==> src/rtl/wb_commit_ctrl.sv <==
// Writeback/commit sequencer: picks the GPR writeback value, drives GPR/CSR write ports, runs the ecall trap.
// Latency: every output except in_ready is registered and appears one cycle after the handshake; ecall holds the block for 3 cycles.
// Backpressure: in_ready is high only in IDLE, so an ecall stalls upstream for 2 cycles and normal ops commit one per cycle.
module wb_commit_ctrl #(
  parameter logic [31:0] MCAUSE_ECALL = 32'd11,
  parameter int unsigned CNT_W        = 64
) (
  input  logic             clk,
  input  logic             rst,
  input  logic             in_valid,
  output logic             in_ready,
  input  logic [31:0]      pc,
  input  logic [31:0]      dnpc,
  input  logic [2:0]       rdregsrc,
  input  logic [31:0]      alu_result,
  input  logic [31:0]      mdata,
  input  logic [31:0]      snpc,
  input  logic             cmp_result,
  input  logic [31:0]      csr_rdata,
  input  logic [11:0]      csraddr,
  input  logic             csr_we,
  input  logic             ecall,
  input  logic [4:0]       rd,
  input  logic [31:0]      mtvec,
  output logic             rf_we,
  output logic [4:0]       rf_waddr,
  output logic [31:0]      rf_wdata,
  output logic             csr_wen,
  output logic [11:0]      csr_waddr,
  output logic [31:0]      csr_wdata,
  output logic             redirect_valid,
  output logic [31:0]      redirect_pc,
  output logic             commit_valid,
  output logic [31:0]      commit_pc,
  output logic [31:0]      commit_dnpc,
  output logic [CNT_W-1:0] retire_cnt
);

  typedef enum logic [1:0] {
    IDLE       = 2'd0,
    TRAP_EPC   = 2'd1,
    TRAP_CAUSE = 2'd2
  } state_t;

  localparam logic [2:0]       SRC_ALU  = 3'd1;
  localparam logic [2:0]       SRC_MEM  = 3'd2;
  localparam logic [2:0]       SRC_SNPC = 3'd3;
  localparam logic [2:0]       SRC_CSR  = 3'd4;
  localparam logic [2:0]       SRC_CMP  = 3'd5;
  localparam logic [11:0]      CSR_MEPC   = 12'h341;
  localparam logic [11:0]      CSR_MCAUSE = 12'h342;
  localparam logic [CNT_W-1:0] CNT_ONE    = 1;

  state_t      state;
  logic [31:0] trap_pc;
  logic [31:0] trap_vec;
  logic        hs;
  logic        wb_en;
  logic [31:0] wb_data;

  // Accept only when no trap sequence is in flight; depends on state alone.
  assign in_ready = (state == IDLE);
  assign hs       = in_valid & in_ready;

  // Writeback source select; encodings 0, 6 and 7 mean no GPR write.
  always_comb begin
    wb_en   = 1'b0;
    wb_data = 32'd0;
    case (rdregsrc)
      SRC_ALU:  begin wb_en = 1'b1; wb_data = alu_result;            end
      SRC_MEM:  begin wb_en = 1'b1; wb_data = mdata;                 end
      SRC_SNPC: begin wb_en = 1'b1; wb_data = snpc;                  end
      SRC_CSR:  begin wb_en = 1'b1; wb_data = csr_rdata;             end
      SRC_CMP:  begin wb_en = 1'b1; wb_data = {31'd0, cmp_result};   end
      default:  begin wb_en = 1'b0; wb_data = 32'd0;                 end
    endcase
  end

  // Sequencer: strobes default low each cycle, data outputs hold unless a new write/commit loads them.
  always_ff @(posedge clk or negedge rst) begin
    if (!rst) begin
      state          <= IDLE;
      trap_pc        <= 32'd0;
      trap_vec       <= 32'd0;
      rf_we          <= 1'b0;
      rf_waddr       <= 5'd0;
      rf_wdata       <= 32'd0;
      csr_wen        <= 1'b0;
      csr_waddr      <= 12'd0;
      csr_wdata      <= 32'd0;
      redirect_valid <= 1'b0;
      redirect_pc    <= 32'd0;
      commit_valid   <= 1'b0;
      commit_pc      <= 32'd0;
      commit_dnpc    <= 32'd0;
      retire_cnt     <= '0;
    end else begin
      rf_we          <= 1'b0;
      csr_wen        <= 1'b0;
      redirect_valid <= 1'b0;
      commit_valid   <= 1'b0;
      case (state)
        IDLE: begin
          if (hs) begin
            if (ecall) begin
              // First trap beat: save pc to mepc; mtvec is frozen here so later changes cannot move the redirect.
              state     <= TRAP_EPC;
              trap_pc   <= pc;
              trap_vec  <= mtvec;
              csr_wen   <= 1'b1;
              csr_waddr <= CSR_MEPC;
              csr_wdata <= pc;
            end else begin
              rf_we        <= wb_en && (rd != 5'd0);
              rf_waddr     <= rd;
              rf_wdata     <= wb_data;
              csr_wen      <= csr_we;
              csr_waddr    <= csraddr;
              csr_wdata    <= alu_result;
              commit_valid <= 1'b1;
              commit_pc    <= pc;
              commit_dnpc  <= dnpc;
              retire_cnt   <= retire_cnt + CNT_ONE;
            end
          end
        end
        TRAP_EPC: begin
          // Second trap beat: mcause write, redirect to the handler and retire the ecall together.
          state          <= TRAP_CAUSE;
          csr_wen        <= 1'b1;
          csr_waddr      <= CSR_MCAUSE;
          csr_wdata      <= MCAUSE_ECALL;
          redirect_valid <= 1'b1;
          redirect_pc    <= trap_vec;
          commit_valid   <= 1'b1;
          commit_pc      <= trap_pc;
          commit_dnpc    <= trap_vec;
          retire_cnt     <= retire_cnt + CNT_ONE;
        end
        TRAP_CAUSE: begin
          // Bubble cycle while the redirect takes effect upstream.
          state <= IDLE;
        end
        default: begin
          state <= IDLE;
        end
      endcase
    end
  end

endmodule

==> config.mk <==
export PLATFORM = sky130hd
export DESIGN_NAME = wb_commit_ctrl
export DESIGN_NICKNAME = d
export VERILOG_FILES = /design/src/rtl/wb_commit_ctrl.sv
export SDC_FILE = /design/constraint.sdc
export NUM_CORES = 1
export LEC_CHECK = 0
export BUFFER_PORTS_ARGS = -buffer_cell sky130_fd_sc_hd__buf_2
export CORE_AREA = 5 5 191 193
export DETAILED_ROUTE_END_ITERATION = 10
export DIE_AREA = 0 0 196 198
export PLACE_DENSITY = 0.77
export SYNTH_ARGS = -nofsm -noshare
export SYNTH_HDL_FRONTEND = slang
export SYNTH_SLANG_ARGS = --single-unit
==> constraint.sdc <==
create_clock -name clk -period 5.7 [get_ports clk]
set_clock_uncertainty 0.15 [all_clocks]
set_input_delay 0.855 -clock clk [delete_from_list [all_inputs] [get_ports clk]]
set_output_delay 0.855 -clock clk [all_outputs]
set_load 0.01 [all_outputs]
# After elaboration in Yosys (flattened, before gate mapping)
# Index checks and enable logic that the tools add are counted.
[classes]
n_addsub = 1
n_eq_ne = 9
muxes = 30
n_bitwise = 2
reduce_logical = 10
[ops]
columns = ["operator", "count"]
rows = [
  ["two-way mux 32 bit", 6],
  ["case mux 32 bit (2 select lines)", 3],
  ["case mux 32 bit (5 select lines)", 1],
  ["two-way mux 64 bit", 2],
  ["case mux 64 bit (2 select lines)", 1],
  ["adder 64 x 1 -> 64 bit, second input constant", 1],
  ["two-way mux 12 bit", 2],
  ["case mux 12 bit (2 select lines)", 1],
  ["two-way mux 1 bit", 9],
  ["AND reduction 3 bit", 3],
  ["== test 3 x 2 -> 1 bit, second input constant", 2],
  ["== test 3 bit, second input constant", 2],
  ["nonzero test 5 bit", 1],
  ["OR reduction 5 bit", 1],
  ["two-way mux 2 bit", 2],
  ["inequality test 2 x 1 -> 1 bit, second input constant", 2],
  ["case mux 1 bit (2 select lines)", 2],
  ["case mux 2 bit (2 select lines)", 1],
  ["AND reduction 2 bit", 2],
  ["== test 3 x 1 -> 1 bit, second input constant", 1],
  ["== test 2 x 1 -> 1 bit, second input constant", 1],
  ["logical NOT 2 bit", 1],
  ["inequality test 2 bit, second input constant", 1],
  ["nonzero test 2 bit", 1],
  ["other kinds (3)", 3],
]
[word_totals]
ff_bits = 311
inputBits = 250
out_inout_bits = 246
wordCells = 67

# Logic depth before layout (Yosys ltp)
# Gate-level depths: netlist of run 1.
[logic_depth]
ltp_word = 7
mapped_depth = 8

# Worst setup path after synthesis of run 1
# No wires, ideal clock.
[synth_timing]
kind = "input port to flip-flop"
startpoint = "input ecall"
endpoint = "register retire_cnt[51]"
setup_time_ns = 0.079
arrival_ns = 2.247
setup_slack_ns = 3.224
stages = 6
path_buffers = 1
cell_sequence = "clkbuf_1 nand2b_1 a2111oi_4 nand4_1 nor3_1 xor2_1"
[synth_between]
elab_chain_len = 2
[synth_lines]
columns = ["element", "line_no", "source"]
rows = [
  ["start, declared", "22", "input logic ecall,"],
  ["inequality test 2 bit (no source line)", "--", ""],
  ["AND reduction 3 bit (no source line)", "--", ""],
  ["end signal, assigned", "123", "retire_cnt <= retire_cnt + CNT_ONE;"],
  ["end signal, assigned", "138", "retire_cnt <= retire_cnt + CNT_ONE;"],
  ["end, declared", "36", "output logic [CNT_W-1:0] retire_cnt"],
]
# Every way passes these cells.
# A chain may end at the register's enable or synchronous reset.

# Worst setup path after layout of run 1
[layout_timing]
startpoint = "register state[0]"
endpoint = "register rf_wdata[21]"
[layout_between]
elab_chain_len = 3
[layout_lines]
columns = ["element", "line_no", "source"]
rows = [
  ["start, declared", "54", "state_t state;"],
  ["start signal, assigned", "82", "state <= IDLE;"],
  ["start signal, assigned", "107", "state <= TRAP_EPC;"],
  ["start signal, assigned", "129", "state <= TRAP_CAUSE;"],
  ["logical NOT 2 bit *", "62, 102", ""],
  ["bitwise AND 1 bit", "63", "assign hs = in_valid & in_ready;"],
  ["AND reduction 3 bit (no source line) *", "--", ""],
  ["end signal, assigned", "116", "rf_wdata <= wb_data;"],
  ["end, declared", "27", "output logic [31:0] rf_wdata,"],
]
# Every way passes the cells marked *; elsewhere a longest branch is shown, timed or not.

==> flow_metrics.tcl, run 1 <==
set metrics [dict create \
    status "complete, no violations" \
    drtPass1Iterations 6 \
    cp_max_fo 33 \
    die_h_um 198 \
    drtIter0Drc 668 \
    clkLatencyLatePin_ps 510 \
    wl_per_cell_um 20.61 \
    synth_edf_count 0 \
    ys.flop_type "dfrtp_1" \
    critPathCaptureType "register" \
    fillers 3081 \
    multi_input_area_um2 5678 \
    grt_use_total_pct 22.19 \
    cp_slowest_cell "nor2_1" \
    holdBufCountCts 0 \
    crit_type "reg -> reg" \
    grt_max_degree 138 \
    max_slew_margin_pct 22.92 \
    fin_util_pct 51.86 \
    fp.dieW_um 196 \
    max_cap_violations 0 \
    syn_to_final_growth_pct 29.88 \
    syn-num-nets 1447 \
    wl_um 44420 \
    path_clk_slew_ps 60 \
    cts_setup_buffers 0 \
    final.period_utilization_pct 68.66 \
    reg2reg_depth 5 \
    tritoncts "yes" \
    async_flop_share_pct 100.0 \
    setup_viol_count_final 0 \
    start_kind "register" \
    setup-tns-final_ps 0 \
    synth.top_cell.area_share_pct 56.70 \
    leakagePower_nw 8.647 \
    gp_congestion 0.9288 \
    seq_area_um2 7782 \
    netlist-cell-type-count 47 \
    grt_pass1_vias 11800 \
    root_buffer "clkbuf_16" \
    start_util_pct 39.93 \
    dp_hpwl_um 32860 \
    max_slew.worst_pin.slew_ps 1152 \
    rows 68 \
    vias 11680 \
    antenna_found_initial 2 \
    p_per_area_nw_per_um2 354.4 \
    detail-route-antenna-nets 0 \
    viasPerCell 5.420 \
    drc 0 \
    avgSynthCellArea_um2 11.48 \
    clock_sinks 311 \
    finalNetCount 1924 \
    required_ps 5940 \
    cts.path.max_buffers 3 \
    yosysWarningCount 0 \
    crit_chain "nor2_1 -> nand2_1 -> nor2_1 -> nand2_1 -> o21ai_0" \
    grt_pass1_wl_um 68890 \
    hold_class "in -> async" \
    cts_buffers 35 \
    core_area_um2 34370 \
    grt-ovfl-total 0 \
    slowest_delay_ps 1000 \
    fmax_mhz 255.5 \
    seq_area_frac_synth_pct 56.70 \
    rsz0062_at_grt "no" \
    cts.htree.levels 2 \
    arrival_ps 4160 \
    cts_resized 0 \
    synth.largest_area_cell "dfrtp_1" \
    vdd_drop_max_uv 287.3 \
    synth_seq_cells 311 \
    die_area_um2 38810 \
    synthCells 1196 \
    synth_area_um2 13730 \
    synth_area_leaders "dfrtp_1 57%, mux2_2 8.1%, mux2i_1 6.9%" \
    ioPinCount 496 \
    maxSlewViolCount 0 \
    period_needed_ps 3913 \
    io_buffers 495 \
    hold_viol 0 \
    drive_gt1_share_pct 39.79 \
]
==> synth_stat cells, drive strengths merged, types with 2 or more instances <==
| library cell | count |
|---|---|
| a221oi | 31 |
| inv | 9 |
| nor2 | 32 |
| nand3b | 3 |
| o21ai | 130 |
| nor3b | 3 |
| xor2 | 22 |
| and3 | 9 |
| mux2 | 99 |
| nand2 | 181 |
| or3 | 2 |
| mux2i | 94 |
| clkbuf | 48 |
| dfrtp | 311 |
| xnor2 | 41 |
| and4 | 7 |
| nor3 | 23 |
| a22o | 38 |
| a21oi | 4 |
| nor4 | 8 |
| buf | 21 |
| nand4 | 32 |
| o22a | 7 |
| o211ai | 3 |
| nor2b | 2 |
| nand3 | 20 |
| nand2b | 2 |
| and2 | 3 |
==> power by group <==
part	internal, W	switching, W
combinational	0.000558	0.000690
sequential	0.00259	0.000248
clock	0.00134	0.000891
==> flip-flops by register name, summed over array words and instances (netlist names) <==
signal,flops
commit_dnpc,32
commit_pc,32
commit_valid,1
csr_waddr,12
csr_wdata,32
csr_wen,1
redirect_pc,32
redirect_valid,1
retire_cnt,64
rf_waddr,5
rf_wdata,32
rf_we,1
state,2
trap_pc,32
trap_vec,32
==> critical path, delay by kind of cell, from the launching register on <==
family,cells,cell delay [ps]
DFF,1,530
and+or+nand+nor,4,2660
AOI/OAI and AO/OA,1,450
==> final cells by class <==
cell class / count / area share, %
antenna: 1 / 0.01404
clock buffer: 54 / 5.776
clock inverter: 9 / 0.5685
inverter: 9 / 0.1895
multi-input combinational: 807 / 31.85
sequential: 311 / 43.66
tap: 455 / 3.193
timing repair buffer: 509 / 14.75
==> cells by family (layout without fill, tap and decap cells) <==
family	Yosys count	in the layout	synth area share (%)
AO/OA/AOI/OAI	217	217	10.34
XOR/XNOR	63	63	4.020
adder cells (fa/ha/maj)	1	1	0.09114
buffers and inverters	78	581	2.334
flip-flops	311	311	56.70
multiplexers	193	193	14.98
other	0	1	0
AND/OR/NAND/NOR	333	333	11.54
==> cell usage in the layout, fill, tap and decap left out, types with 31 or more instances in the layout <==
cell type  count
xnor2_1       41
mux2i_1       94
dfrtp_1      311
buf_2        494
clkbuf_16     37
nand2_1      181
a221oi_1      31
mux2_2        99
o21ai_0      128
a22o_1        38
==> metal layers <==
metal  GRT usage [%]  wire length [µm]  share of wire [%]
met2           35.53             20720                 47
met4           7.629              1644                3.7
met3           5.870              3710                8.4
met1           29.50             18340                 41
met5               0                 7              0.016
==> through the flow <==
stage	instance area, µm²	hold slack [ps]	total power [W]	setup WS, ps	std cells
5_1_grt	17820	162.3	0.006638	1469	2154
3_3_place_gp	16690	304.0	0.004076	1701	2091
4_1_cts	17820	138.5	0.006391	1709	2154
3_5_place_dp	16690	309.8	0.004134	1489	2091
6_report	17830	142.1	0.006319	1787	2155
2_1_floorplan	13730	330.4	0.003453	3224	1196
==> path summary, 6_finish.rpt <==
| check | end | start | slack [ps] |
|---|---|---|---|
| setup / recovery | rf_wdata[21] | state[0] | 1790 |
| hold / removal | retire_cnt[51] | rst | 140 |
| setup reg to reg | rf_wdata[21] | state[0] | 1790 |
| hold reg to reg | retire_cnt[63] | retire_cnt[63] | 320 |
| max in group asynchronous | trap_pc[1] | rst | 4090 |
| min in group clk | retire_cnt[63] | retire_cnt[63] | 320 |
(Power assumes the default switching activity.)
==> run 2, diff against run 1 <==
Settings changed: CORE_AREA 5 5 191 193 to 5 5 192 194, DIE_AREA 0 0 196 198 to 0 0 197 199, PLACE_DENSITY 0.77 to 0.78.
Clock period 5.7 ns to 3.5 ns, I/O delays scaled along.
==> flow_metrics.tcl, run 2 (same netlist as run 1, synthesis figures left out) <==
set metrics [dict create \
    status "complete, no violations" \
    fp.dieW_um 197 \
    clkLatencyLatePin_ps 500 \
    timing.hold.ws_ps 87.72 \
    cp_max_fo 33 \
    grt_pass1_vias 12130 \
    drive_gt1_share_pct 40.50 \
    fmax_mhz 392.2 \
    final_common_cell "buf_2" \
    max_slew.worst_pin.slew_ps 1049 \
    maxSlewViolCount 0 \
    regToRegSetupSlack_ps 950 \
    drc 0 \
    ioPinCount 496 \
    setup_viol_count_final 0 \
    max_slew_margin_pct 29.78 \
    cts_buffers 36 \
    detail-route-antenna-nets 0 \
    path_clk_slew_ps 60 \
    rows 69 \
    die_area_um2 39200 \
    vias 11650 \
    fillers 3130 \
    setup-tns-final_ps 0 \
    wl_um 45010 \
    preCtsSetupSlack_ps 881.8 \
    cts.path.max_buffers 3 \
    final.period_utilization_pct 72.84 \
    leakagePower_nw 8.757 \
    drtPass1Iterations 5 \
    critPathCaptureType "register" \
    grt_pass1_wl_um 69280 \
    vdd_drop_max_uv 495.2 \
    finalNetCount 1934 \
    grt_use_total_pct 22.12 \
    io_buffers 495 \
    worst_slack_ps 950.5 \
    finalPower_w 0.01056 \
    fin_area_um2 18060 \
    cts.htree.levels 2 \
    clock_sinks 311 \
    cts_resized 0 \
    root_buffer "clkbuf_16" \
    viasPerCell 5.371 \
    hold_viol 0 \
    grt-ovfl-total 0 \
    largest_register_ffs 64 \
    placed_cell_area_um2 16820 \
    drtIter0Drc 510 \
    p_per_area_nw_per_um2 584.7 \
    tritoncts "yes" \
    core_area_um2 35050 \
    period_needed_ps 2550 \
    rsz0062_at_grt "no" \
    hold_class "in -> reg" \
    start_kind "register" \
    final_cell_mix "494 x buf_2, 311 x dfrtp_1, 181 x nand2_1" \
    die_h_um 199 \
    top_register "retire_cnt" \
    required_ps 3730 \
    crit_type "reg -> reg" \
    gp_congestion 0.9645 \
    wl_per_cell_um 20.76 \
    grt_max_degree 100 \
    dp_hpwl_um 33440 \
    max_cap_violations 0 \
    start_util_pct 39.16 \
    antenna_found_initial 1 \
    syn_to_final_growth_pct 31.60 \
    arrival_ps 2780 \
]
==> run 2: cell types whose count changed in the layout (fill, tap and decap cells not counted), moves of 3 or more <==
cell and change:
buf_12 +5, buf_4 +3, clkbuf_1 -9, clkbuf_8 +4
==> run 2: where the power goes <==
part,internal [W],switching (W)
Combinational,0.000924,0.00112
Sequential,0.00422,0.000409
Clock,0.00240,0.00148
==> run 2: worst paths after layout <==
kind                               from            to  cells past startpoint
hold / removal               csraddr[9]  csr_waddr[9]                      2
hold reg to reg            rf_wdata[30]  rf_wdata[30]                      2
max in group asynchronous           rst   rf_wdata[0]                      3
setup / recovery               state[0]   rf_wdata[7]                      5
setup reg to reg               state[0]   rf_wdata[7]                      5
min in group asynchronous           rst  rf_wdata[26]                      2
==> run 2: final cells by class <==
cell class	instances	area, µm²	area share [%]
tap	461	576.8	3.193
inverter	9	33.78	0.1870
sequential	311	7782	43.08
timing repair buffer	518	2763	15.29
clock inverter	12	176.4	0.9767
clock buffer	49	1051	5.818
multi-input combinational	807	5678	31.43
antenna	1	2.502	0.01385
==> run 2: per-stage QoR <==
| stage | cells | utilization [%] |
|---|---|---|
| 2_1_floorplan | 1196 | - |
| 3_3_place_gp | 2105 | 48.00 |
| 3_5_place_dp | 2105 | 48.00 |
| 4_1_cts | 2167 | 51.53 |
| 5_1_grt | 2167 | 51.53 |
| 6_report | 2168 | 51.53 |
==> run 2: worst max-delay path, cell delays in order (launching register included) <==
cell	delay, ps
dfrtp_1	530
nor2_1	280
nand2_1	170
nor2_1	220
nand2_1	630
o21ai_0	420
==> run 2: metal layers <==
layer	up-vias	wire length (µm)	GRT usage [%]
met5	-	13	0
met4	2	1290	6.651
met3	93	4122	6.402
met2	536	21850	36.89
met1	5760	17730	28.16
li1	5254	-	-
==> run 2: what timing repair did <==
item,CTS,global route
setup buffers,0,0
hold endpoints to repair,91,0
hold buffers,1,0
